## src/rtl/legv8_mc_ctrl_if.sv

```systemverilog
// Control bus between the LEGv8 multicycle main controller and its datapath.
// The master side is the controller; the slave side is the datapath/memory.
interface legv8_mc_ctrl_if;
   logic [10:0] opcode;
   logic        mem_ready;
   logic        pc_write;
   logic        pc_write_cond;
   logic [1:0]  pc_src;
   logic        ior_d;
   logic        mem_rd;
   logic        mem_wr;
   logic        ir_write;
   logic        reg2_loc;
   logic        reg_write;
   logic        mem_to_reg;
   logic        alu_src_a;
   logic [1:0]  alu_src_b;
   logic [1:0]  alu_op;
   logic        fault;
   logic [1:0]  fault_cause;
   logic [3:0]  state;

   modport master (
      input  opcode, mem_ready,
      output pc_write, pc_write_cond, pc_src, ior_d, mem_rd, mem_wr, ir_write,
             reg2_loc, reg_write, mem_to_reg, alu_src_a, alu_src_b, alu_op,
             fault, fault_cause, state
   );

   modport slave (
      output opcode, mem_ready,
      input  pc_write, pc_write_cond, pc_src, ior_d, mem_rd, mem_wr, ir_write,
             reg2_loc, reg_write, mem_to_reg, alu_src_a, alu_src_b, alu_op,
             fault, fault_cause, state
   );
endinterface

```

## src/rtl/legv8_mc_ctrl.sv

```systemverilog
// LEGv8 multicycle main control FSM: fetch/decode/execute/memory/writeback
// sequencing, datapath strobes, ALU_OP for the ALU control decoder, memory watchdog.
module legv8_mc_ctrl #(
   parameter int unsigned TIMEOUT = 255,
   parameter int unsigned CNT_W   = 8
) (
   input  logic            i_clk,
   input  logic            i_rst_n,
   legv8_mc_ctrl_if.master io_bus
);

   typedef enum logic [3:0] {
      S_FETCH    = 4'd0,
      S_DECODE   = 4'd1,
      S_MEM_ADDR = 4'd2,
      S_MEM_READ = 4'd3,
      S_MEM_WB   = 4'd4,
      S_MEM_WRITE= 4'd5,
      S_R_EXEC   = 4'd6,
      S_R_WB     = 4'd7,
      S_CBZ_EXEC = 4'd8,
      S_B_EXEC   = 4'd9,
      S_HALT     = 4'd15
   } state_t;

   localparam logic [CNT_W:0] L_TIMEOUT = (CNT_W+1)'(TIMEOUT);
   localparam logic           L_WDOG_EN = (TIMEOUT != 0) ? 1'b1 : 1'b0;
   localparam logic [1:0]     L_CAUSE_ILLEGAL = 2'b01;
   localparam logic [1:0]     L_CAUSE_TIMEOUT = 2'b10;

   function automatic logic f_is_ldur(input logic [10:0] op);
      return op == 11'b11111000010;
   endfunction

   function automatic logic f_is_stur(input logic [10:0] op);
      return op == 11'b11111000000;
   endfunction

   function automatic logic f_is_rtype(input logic [10:0] op);
      return (op == 11'b10001011000) || (op == 11'b11001011000) ||
             (op == 11'b10001010000) || (op == 11'b10101010000);
   endfunction

   function automatic logic f_is_cbz(input logic [10:0] op);
      return op[10:3] == 8'b10110100;
   endfunction

   function automatic logic f_is_b(input logic [10:0] op);
      return op[10:5] == 6'b000101;
   endfunction

   state_t           r_state;
   state_t           w_next;
   logic [CNT_W-1:0] r_cnt;
   logic [1:0]       r_cause;
   logic [1:0]       w_cause_next;
   logic [CNT_W:0]   w_cnt_inc;
   logic             w_wait;
   logic             w_timeout;

   logic       w_pc_write;
   logic       w_pc_write_cond;
   logic [1:0] w_pc_src;
   logic       w_ior_d;
   logic       w_mem_rd;
   logic       w_mem_wr;
   logic       w_ir_write;
   logic       w_reg2_loc;
   logic       w_reg_write;
   logic       w_mem_to_reg;
   logic       w_alu_src_a;
   logic [1:0] w_alu_src_b;
   logic [1:0] w_alu_op;
   logic       w_fault;

   assign w_wait    = (r_state == S_FETCH) || (r_state == S_MEM_READ) ||
                      (r_state == S_MEM_WRITE);
   assign w_cnt_inc = {1'b0, r_cnt} + {{CNT_W{1'b0}}, 1'b1};
   // Fires on the wait cycle whose increment would reach TIMEOUT; a ready in that cycle wins.
   assign w_timeout = L_WDOG_EN && w_wait && !io_bus.mem_ready && (w_cnt_inc == L_TIMEOUT);

   // State register
   always_ff @(posedge i_clk or negedge i_rst_n) begin
      if (!i_rst_n) begin
         r_state <= S_FETCH;
      end else begin
         r_state <= w_next;
      end
   end

   // Sticky fault cause, captured on entry to HALT
   always_ff @(posedge i_clk or negedge i_rst_n) begin
      if (!i_rst_n) begin
         r_cause <= 2'b00;
      end else begin
         r_cause <= w_cause_next;
      end
   end

   // Memory-wait watchdog counter
   always_ff @(posedge i_clk or negedge i_rst_n) begin
      if (!i_rst_n) begin
         r_cnt <= {CNT_W{1'b0}};
      end else if (w_next != r_state) begin
         r_cnt <= {CNT_W{1'b0}};
      end else if (w_wait && !io_bus.mem_ready) begin
         r_cnt <= r_cnt + {{(CNT_W-1){1'b0}}, 1'b1};
      end else begin
         r_cnt <= r_cnt;
      end
   end

   // Next-state and strobe decode
   always_comb begin
      w_next          = r_state;
      w_cause_next    = r_cause;
      w_pc_write      = 1'b0;
      w_pc_write_cond = 1'b0;
      w_pc_src        = 2'b00;
      w_ior_d         = 1'b0;
      w_mem_rd        = 1'b0;
      w_mem_wr        = 1'b0;
      w_ir_write      = 1'b0;
      w_reg2_loc      = 1'b0;
      w_reg_write     = 1'b0;
      w_mem_to_reg    = 1'b0;
      w_alu_src_a     = 1'b0;
      w_alu_src_b     = 2'b00;
      w_alu_op        = 2'b00;
      w_fault         = 1'b0;

      case (r_state)
         S_FETCH: begin
            w_mem_rd    = 1'b1;
            w_alu_src_b = 2'b01;
            if (io_bus.mem_ready) begin
               w_ir_write = 1'b1;
               w_pc_write = 1'b1;
               w_next     = S_DECODE;
            end else if (w_timeout) begin
               w_next       = S_HALT;
               w_cause_next = L_CAUSE_TIMEOUT;
            end else begin
               w_next = S_FETCH;
            end
         end
         S_DECODE: begin
            // PC + branch offset is parked in ALUOut for CBZ/B
            w_alu_src_b = 2'b11;
            if (f_is_ldur(io_bus.opcode) || f_is_stur(io_bus.opcode)) begin
               w_next = S_MEM_ADDR;
            end else if (f_is_rtype(io_bus.opcode)) begin
               w_next = S_R_EXEC;
            end else if (f_is_cbz(io_bus.opcode)) begin
               w_next = S_CBZ_EXEC;
            end else if (f_is_b(io_bus.opcode)) begin
               w_next = S_B_EXEC;
            end else begin
               w_next       = S_HALT;
               w_cause_next = L_CAUSE_ILLEGAL;
            end
         end
         S_MEM_ADDR: begin
            w_alu_src_a = 1'b1;
            w_alu_src_b = 2'b10;
            if (f_is_ldur(io_bus.opcode)) begin
               w_next = S_MEM_READ;
            end else begin
               w_next = S_MEM_WRITE;
            end
         end
         S_MEM_READ: begin
            w_ior_d  = 1'b1;
            w_mem_rd = 1'b1;
            if (io_bus.mem_ready) begin
               w_next = S_MEM_WB;
            end else if (w_timeout) begin
               w_next       = S_HALT;
               w_cause_next = L_CAUSE_TIMEOUT;
            end else begin
               w_next = S_MEM_READ;
            end
         end
         S_MEM_WB: begin
            w_reg_write  = 1'b1;
            w_mem_to_reg = 1'b1;
            w_next       = S_FETCH;
         end
         S_MEM_WRITE: begin
            w_ior_d  = 1'b1;
            w_mem_wr = 1'b1;
            if (io_bus.mem_ready) begin
               w_next = S_FETCH;
            end else if (w_timeout) begin
               w_next       = S_HALT;
               w_cause_next = L_CAUSE_TIMEOUT;
            end else begin
               w_next = S_MEM_WRITE;
            end
         end
         S_R_EXEC: begin
            w_alu_src_a = 1'b1;
            w_alu_op    = 2'b10;
            w_next      = S_R_WB;
         end
         S_R_WB: begin
            w_reg_write = 1'b1;
            w_next      = S_FETCH;
         end
         S_CBZ_EXEC: begin
            w_alu_src_a     = 1'b1;
            w_alu_op        = 2'b01;
            w_pc_write_cond = 1'b1;
            w_pc_src        = 2'b01;
            w_next          = S_FETCH;
         end
         S_B_EXEC: begin
            w_pc_write = 1'b1;
            w_pc_src   = 2'b01;
            w_next     = S_FETCH;
         end
         S_HALT: begin
            w_fault = 1'b1;
            w_next  = S_HALT;
         end
         default: begin
            // Unreachable encodings park safely in HALT
            w_next = S_HALT;
         end
      endcase

      if (r_state != S_HALT) begin
         w_reg2_loc = f_is_stur(io_bus.opcode) || f_is_cbz(io_bus.opcode);
      end else begin
         w_reg2_loc = 1'b0;
      end
   end

   // Reset masks every output immediately so no partial strobe survives an abort
   assign io_bus.pc_write      = i_rst_n & w_pc_write;
   assign io_bus.pc_write_cond = i_rst_n & w_pc_write_cond;
   assign io_bus.pc_src        = {2{i_rst_n}} & w_pc_src;
   assign io_bus.ior_d         = i_rst_n & w_ior_d;
   assign io_bus.mem_rd        = i_rst_n & w_mem_rd;
   assign io_bus.mem_wr        = i_rst_n & w_mem_wr;
   assign io_bus.ir_write      = i_rst_n & w_ir_write;
   assign io_bus.reg2_loc      = i_rst_n & w_reg2_loc;
   assign io_bus.reg_write     = i_rst_n & w_reg_write;
   assign io_bus.mem_to_reg    = i_rst_n & w_mem_to_reg;
   assign io_bus.alu_src_a     = i_rst_n & w_alu_src_a;
   assign io_bus.alu_src_b     = {2{i_rst_n}} & w_alu_src_b;
   assign io_bus.alu_op        = {2{i_rst_n}} & w_alu_op;
   assign io_bus.fault         = i_rst_n & w_fault;
   assign io_bus.fault_cause   = {2{i_rst_n}} & r_cause;
   assign io_bus.state         = {4{i_rst_n}} & r_state;

endmodule

```

## src/flat_wrapper.sv

```systemverilog
// flat-port wrapper written by rule: the top's interface ports become plain ports
module legv8_mc_ctrl_flat 
#(
   parameter int unsigned TIMEOUT = 255,
   parameter int unsigned CNT_W   = 8
)
  (i_clk, i_rst_n, io_bus_opcode, io_bus_mem_ready, io_bus_pc_write, io_bus_pc_write_cond, io_bus_pc_src, io_bus_ior_d, io_bus_mem_rd, io_bus_mem_wr, io_bus_ir_write, io_bus_reg2_loc, io_bus_reg_write, io_bus_mem_to_reg, io_bus_alu_src_a, io_bus_alu_src_b, io_bus_alu_op, io_bus_fault, io_bus_fault_cause, io_bus_state);
  legv8_mc_ctrl_if io_bus_i ();
  input  logic i_clk;
  input  logic i_rst_n;
  input wire logic [$bits(io_bus_i.opcode)-1:0] io_bus_opcode;
  input wire logic [$bits(io_bus_i.mem_ready)-1:0] io_bus_mem_ready;
  output wire logic [$bits(io_bus_i.pc_write)-1:0] io_bus_pc_write;
  output wire logic [$bits(io_bus_i.pc_write_cond)-1:0] io_bus_pc_write_cond;
  output wire logic [$bits(io_bus_i.pc_src)-1:0] io_bus_pc_src;
  output wire logic [$bits(io_bus_i.ior_d)-1:0] io_bus_ior_d;
  output wire logic [$bits(io_bus_i.mem_rd)-1:0] io_bus_mem_rd;
  output wire logic [$bits(io_bus_i.mem_wr)-1:0] io_bus_mem_wr;
  output wire logic [$bits(io_bus_i.ir_write)-1:0] io_bus_ir_write;
  output wire logic [$bits(io_bus_i.reg2_loc)-1:0] io_bus_reg2_loc;
  output wire logic [$bits(io_bus_i.reg_write)-1:0] io_bus_reg_write;
  output wire logic [$bits(io_bus_i.mem_to_reg)-1:0] io_bus_mem_to_reg;
  output wire logic [$bits(io_bus_i.alu_src_a)-1:0] io_bus_alu_src_a;
  output wire logic [$bits(io_bus_i.alu_src_b)-1:0] io_bus_alu_src_b;
  output wire logic [$bits(io_bus_i.alu_op)-1:0] io_bus_alu_op;
  output wire logic [$bits(io_bus_i.fault)-1:0] io_bus_fault;
  output wire logic [$bits(io_bus_i.fault_cause)-1:0] io_bus_fault_cause;
  output wire logic [$bits(io_bus_i.state)-1:0] io_bus_state;
  assign io_bus_i.opcode = io_bus_opcode;
  assign io_bus_i.mem_ready = io_bus_mem_ready;
  assign io_bus_pc_write = io_bus_i.pc_write;
  assign io_bus_pc_write_cond = io_bus_i.pc_write_cond;
  assign io_bus_pc_src = io_bus_i.pc_src;
  assign io_bus_ior_d = io_bus_i.ior_d;
  assign io_bus_mem_rd = io_bus_i.mem_rd;
  assign io_bus_mem_wr = io_bus_i.mem_wr;
  assign io_bus_ir_write = io_bus_i.ir_write;
  assign io_bus_reg2_loc = io_bus_i.reg2_loc;
  assign io_bus_reg_write = io_bus_i.reg_write;
  assign io_bus_mem_to_reg = io_bus_i.mem_to_reg;
  assign io_bus_alu_src_a = io_bus_i.alu_src_a;
  assign io_bus_alu_src_b = io_bus_i.alu_src_b;
  assign io_bus_alu_op = io_bus_i.alu_op;
  assign io_bus_fault = io_bus_i.fault;
  assign io_bus_fault_cause = io_bus_i.fault_cause;
  assign io_bus_state = io_bus_i.state;
  legv8_mc_ctrl #(.TIMEOUT(TIMEOUT), .CNT_W(CNT_W)) u_core (.i_clk(i_clk), .i_rst_n(i_rst_n), .io_bus(io_bus_i));
endmodule
```

## config.mk

```make
export PLATFORM = sky130hd
export DESIGN_NAME = legv8_mc_ctrl_flat
export DESIGN_NICKNAME = d
export VERILOG_FILES = /design/src/rtl/legv8_mc_ctrl_if.sv /design/src/rtl/legv8_mc_ctrl.sv /design/src/flat_wrapper.sv
export SDC_FILE = /design/constraint.sdc
export NUM_CORES = 1
export LEC_CHECK = 0
export ABC_AREA = 1
export BUFFER_PORTS_ARGS = -buffer_cell sky130_fd_sc_hd__buf_4
export CAP_MARGIN = 40
export CORE_UTILIZATION = 27
export CTS_CLUSTER_DIAMETER = 80
export CTS_CLUSTER_SIZE = 10
export DETAILED_ROUTE_END_ITERATION = 12
export GPL_ROUTABILITY_DRIVEN = 0
export GPL_TIMING_DRIVEN = 1
export SLEW_MARGIN = 30
export SYNTH_ARGS = -nofsm -noshare
export SYNTH_HDL_FRONTEND = slang
export SYNTH_SLANG_ARGS = --single-unit
```

## constraint.sdc

```tcl
create_clock -name i_clk -period 2.9 [get_ports i_clk]
set_input_delay 0 -clock i_clk [delete_from_list [all_inputs] [get_ports i_clk]]
set_output_delay 0 -clock i_clk [all_outputs]
set_load 0.02 [all_outputs]
```

**Word level (Yosys, flattened, before mapping)**

Index checks and enable logic that the tools add are counted.

- RAM bits: 0
- Output and inout bits: 23
- Bits in read-only memories: 0
- Memories: 0
- Input bits: 14
- Register bits after elaboration: 14
- Bits in latches: 0
- Word-level logic and storage cells: 105

- Reduce and logical (&&, ||, !) cells: 21
- Bitwise logic cells: 16
- Add/sub/neg operators: 2
- Muxes and demuxes: 36
- $lt $le $gt $ge: 0
- $mul: 0
- Shift operators: 0
- Eq/ne operators: 27
- Div/mod/pow operators: 0

Operators with widths:

| kind | number |
|---|---|
| 11-bit == test (second input constant) | 6 |
| 4-bit 2-to-1 mux | 9 |
| 4-bit case mux with 7 select lines | 1 |
| 4-bit by 3-bit == test with 1-bit output (second input constant) | 4 |
| 8-bit 2-to-1 mux | 2 |
| 4-bit == test (second input constant) | 3 |
| 1-bit 2-to-1 mux | 12 |
| 2-bit 2-to-1 mux | 6 |
| 1-bit bitwise AND | 11 |
| 2-bit != test (second input constant) | 5 |
| 8-bit by 1-bit adder with 9-bit output (second input constant) | 1 |
| 9-bit by 8-bit == test with 1-bit output (second input constant) | 1 |
| 8-bit by 1-bit adder with 8-bit output (second input constant) | 1 |
| 4-bit by 2-bit == test with 1-bit output (second input constant) | 2 |
| 8-bit == test (second input constant) | 1 |
| 2-bit case mux with 2 select lines | 2 |
| 2-bit OR reduction | 4 |
| 1-bit logical OR | 7 |
| 7-bit AND reduction | 1 |
| 2-bit bitwise AND | 3 |
| 6-bit by 3-bit == test with 1-bit output (second input constant) | 1 |
| 3-bit 2-to-1 mux | 2 |
| 2-bit case mux with 3 select lines | 1 |
| 3-bit OR reduction | 2 |
| other kinds (12) | 14 |

**Depth between registers and ports, before layout**

- Depth in word-level cells: 10
- Gate-level depth with buffers: 15
- Mapped depth without buffers: 15

**Worst setup path before layout**

Ideal clock, no wire load.

- Kind: flip-flop to flip-flop
- Start: register u_core.r_cnt[0]
- End: register u_core.r_cnt[6]
- Required time: 2778 ps
- Slack: 1008 ps
- Data arrival time: 1770 ps
- Stages on the path, launching flop included: 14
- Clock period less this slack: 1892 ps
- Cells stage by stage: dfrtp_1 > ha_1 > nand3_1 > nor2_1 > xnor2_1 > nor2_8 > nand2_4 > nand2_1 > nand2_2 > nand2_4 > nand2_1 > nand2_2 > nand2_4 > nor2_2

- Longest elaborated chain between the ends: 8
- Elaborated cells between the ends (all ways): 15

Ends and longest elaborated chain:

| element | line | text |
|---|---|---|
| start, declared | legv8_mc_ctrl.sv:54 | `logic [CNT_W-1:0] r_cnt;` |
| start signal, assigned | legv8_mc_ctrl.sv:103 | `r_cnt <= {CNT_W{1'b0}};` |
| start signal, assigned | legv8_mc_ctrl.sv:105 | `r_cnt <= {CNT_W{1'b0}};` |
| start signal, assigned | legv8_mc_ctrl.sv:107 | `r_cnt <= r_cnt + {{(CNT_W-1){1'b0}}, 1'b1};` |
| 8-bit by 1-bit adder with 9-bit output * | legv8_mc_ctrl.sv:78 | `assign w_cnt_inc = {1'b0, r_cnt} + {{CNT_W{1'b0}}, 1'b1};` |
| 9-bit by 8-bit == test with 1-bit output * | legv8_mc_ctrl.sv:80 | `assign w_timeout = L_WDOG_EN && w_wait && !io_bus.mem_ready && (w_cnt_inc == L_TIMEOUT);` |
| 1-bit logical AND * | legv8_mc_ctrl.sv:80 |  |
| 4-bit 2-to-1 mux (on tied branches) | legv8_mc_ctrl.sv:177, legv8_mc_ctrl.sv:140 |  |
| 4-bit 2-to-1 mux (on tied branches) | legv8_mc_ctrl.sv:175, legv8_mc_ctrl.sv:136 |  |
| 4-bit case mux with 7 select lines * | legv8_mc_ctrl.sv:132 | `case (r_state)` |
| named net u_core.w_next[2] | legv8_mc_ctrl.sv:53 | `state_t w_next;` |
| 4-bit != test * | legv8_mc_ctrl.sv:104 | `end else if (w_next != r_state) begin` |
| 8-bit 2-to-1 mux / 2-bit nonzero test (equally long branches) | n/a |  |

Mark *: on every way through the listed nets, which the timed path passes. The rest lies on a longest branch. The select of a mux whose other input is x is not followed.
A chain may end at the register's enable or synchronous reset.

**Worst setup path in the final report**

- Start: register u_core.r_cnt[0]
- End: register u_core.r_cnt[4]

- Longest elaborated chain between the ends: 8
- Elaborated cells between the ends (all ways): 15

Ends and longest elaborated chain:

| element | line |
|---|---|
| 8-bit by 1-bit adder with 9-bit output | legv8_mc_ctrl.sv:78 |
| 9-bit by 8-bit == test with 1-bit output | legv8_mc_ctrl.sv:80 |
| 1-bit logical AND | legv8_mc_ctrl.sv:80 |
| 4-bit 2-to-1 mux (on tied branches) | legv8_mc_ctrl.sv:140, legv8_mc_ctrl.sv:177, legv8_mc_ctrl.sv:194 |
| 4-bit 2-to-1 mux (on tied branches) | legv8_mc_ctrl.sv:136, legv8_mc_ctrl.sv:175, legv8_mc_ctrl.sv:192 |
| 4-bit case mux with 7 select lines | legv8_mc_ctrl.sv:132 |
| 4-bit != test | legv8_mc_ctrl.sv:104 |
| 8-bit 2-to-1 mux / 2-bit nonzero test (equally long branches) | n/a |

Parallel ways exist; a longest one is shown, timed or not. The select of a mux whose other input is x is not followed.

==> results.cfg <==
[timing]
tightest_slew_ps = 525
finalCritPeriodShare = 0.728
slew_viol_final = 0
fin_tns_setup_ps = 0
final-setup-viol-count = 0
hold_ws_ps = 162
slew_headroom = 0.647
fin_skew_ps = 9.65
rsz0062_at_grt = no
fin_crit_ps = 2110
fmax_ghz = 0.474
final-hold-violation-count = 0

[setup_path]
worst_r2r_path_depth = 12
critPathRequiredTime_ps = 3070
r2r-start = u_core.r_cnt[0]
worstPathMaxFanout = 8
startpoint = u_core.r_cnt[0]
worstPathArrival_ps = 2280
critPathLaunchType = flip-flop
path_class = reg -> reg
cp-end-kind = flip-flop

[synth]
synth.area.top_cells = dfrtp_1, nand2_1, inv_1, nor2_1, nand3_1
syn_nets = 241
synth_top_cell_by_area = dfrtp_1
synthesis.area_sq_um = 1390
synth_cell_types = 31
synth_ff_type = dfrtp_1
synth_warnings = 0
async_flop_share = 1.00
avgSynthCellArea_sq_um = 6.18
synth_top_area_frac = 0.252
synth_cells = 225
synth_edf_count = 0
ys_ff_latch = 14
ys_seq_area_frac = 0.252

[die]
die_h_microns = 73.8
io_pins = 37
core_area_sq_um = 4850
num_rows = 25
start_util = 0.287
die_area_sq_um = 5440
die_w_microns = 73.8

[layout]
finalNetCount = 279
drive_above_1_share = 0.256
multiInputGateArea_sq_um = 875
stdcell_area_sq_um = 1780
final-seq-area_sq_um = 350
syn2layout_area_growth_pct = 28.0
antennaDiodeCount = 0
fill_cells = 509

[drt]
drtIter0Drc = 135
num_vias = 1434
wl_per_cell_microns = 10.2
wl_mm = 3.35
remaining_drc_errors = 0
drt_first_pass_iters = 4
vias_per_cell = 4.36
ant_nets = 0

[power_and_ir_drop]
vdd_drop_max_mv = 0.122
total_power_uw = 466
power_frac_clock = 0.398
total_leakage_power_nw = 0.952
switching_share = 0.254
p_per_area_nw_per_um2 = 262
pwr-share-comb = 0.172
p_switching_uw = 118
p_seq_frac = 0.431
internal_power_uw = 348

[clocking]
cts_inserted_buffers = 3
clock_path_buffers = 2
worstSkewPairLatency_ps = 250
cts_setup_buffers = 0
cts_max_level = 1
post_cts_resize_count = 0
clk_pin_slew_ps = 60
tritoncts = yes
numClockSinks = 14
cts-root-buf = clkbuf_8

[global_route]
antenna_found_initial = 0
grt_pass1_wl_mm = 5.70
grt_overflow = 0
grt_max_degree = 22
grt_pass1_vias = 1288
grt_usage = 0.135

[run_status]
status = finished clean

[placement]
place_area_sq_um = 1710
dp_hpwl_mm = 2.72
portBuffers = 35

[hold_path]
hold_path_class = in -> async

[job]
drv_cap = 0
[routing by layer]
metal  share of wire  GRT usage  vias to the layer above
met5               0          0                        -
met4           0.022     0.0556                        0
met3           0.044     0.0178                        9
met2            0.44      0.203                       38
met1            0.49      0.191                      620
li1                -          -                      767
[per-stage QoR]
stage                     std cells  utilization  worst slack (ps)
after floorplan                 225            -              1010
after global placement          324        0.354               800
after detailed placement        324        0.354               787
after CTS                       329        0.367               777
after global routing            329        0.367               608
final                           329        0.367               789
[cells by family after synthesis]
| family | Yosys count | share of synthesized area |
|---|---|---|
| compound gates | 20 | 0.0810 |
| fa+ha+maj | 2 | 0.0180 |
| simple gates | 144 | 0.509 |
| xor+xnor | 3 | 0.0189 |
| buf+inv | 41 | 0.119 |
| flops | 14 | 0.252 |
| other cells | 1 | 0.00270 |
[layout make-up]
cell class | count | share of cell area
sequential | 14 | 0.197
tap | 67 | 0.0471
multi-input combinational | 170 | 0.492
timing repair buffer | 36 | 0.153
inverter | 38 | 0.0802
clock buffer | 4 | 0.0309
[placed cells by master (no fill, tap or decap), types with 3 or more instances in the layout]
cell type / count
o21ai_0: 7
nor2_2: 11
nor3_1: 7
nand2_1: 55
nor2_1: 34
clkbuf_8: 4
a21oi_1: 6
nand3_1: 19
nand2_4: 4
buf_4: 35
dfrtp_1: 14
nor2_4: 3
inv_1: 35
inv_2: 3
nand2_2: 3
[what timing repair did]
item	in CTS	in global routing
setup endpoints to repair	0	0
hold buffers	1	0
hold endpoints to repair	14	0
[synth_stat cells, types with 2 or more instances]
master	instances
a21oi_1	6
nand3_1	19
nand2_4	4
nor2_2	11
inv_2	3
nand2_2	3
nor3_1	7
o21a_1	2
ha_1	2
nand3_2	2
nand4_1	2
nor2_4	3
a31oi_1	2
xor2_1	2
dfrtp_1	14
o21ai_0	7
inv_1	35
nand2_1	55
nor2_1	34
[path summary, 6_finish.rpt]
path	end	slack, ps
setup / recovery	u_core.r_cnt[4]	790
hold / removal	u_core.r_cnt[7]	160
setup reg to reg	u_core.r_cnt[4]	790
hold reg to reg	u_core.r_cause[0]	500
max in group asynchronous	u_core.r_cnt[4]	2530
min in group i_clk	u_core.r_state[2]	210
[registers in the layout, indices dropped and copies added, names as in the netlist]
name,count
u_core.r_cnt,8
u_core.r_cause,2
u_core.r_state,4
[power groups by stage]
stage | Clock, mW | Sequential [mW] | Combinational [mW]
after detailed placement | 0 | 0.204 | 0.0799
after floorplan | 0 | 0.203 | 0.0462
after CTS | 0.192 | 0.201 | 0.0811
after global routing | 0.200 | 0.201 | 0.0890
after global placement | 0 | 0.204 | 0.0797
final | 0.185 | 0.201 | 0.0801
[worst max-delay path: stages (launching register included)]
cell	delay, ps
dfrtp_1	430
ha_1	250
nand3_1	100
nor2_1	60
xnor2_1	430
nor2_8	90
nand2_4	100
nand2_1	60
nor2_1	80
nand3_1	110
nor2_2	140
nand2_4	110
nor2_2	100
Note: power is estimated with default switching activity, not from simulation.
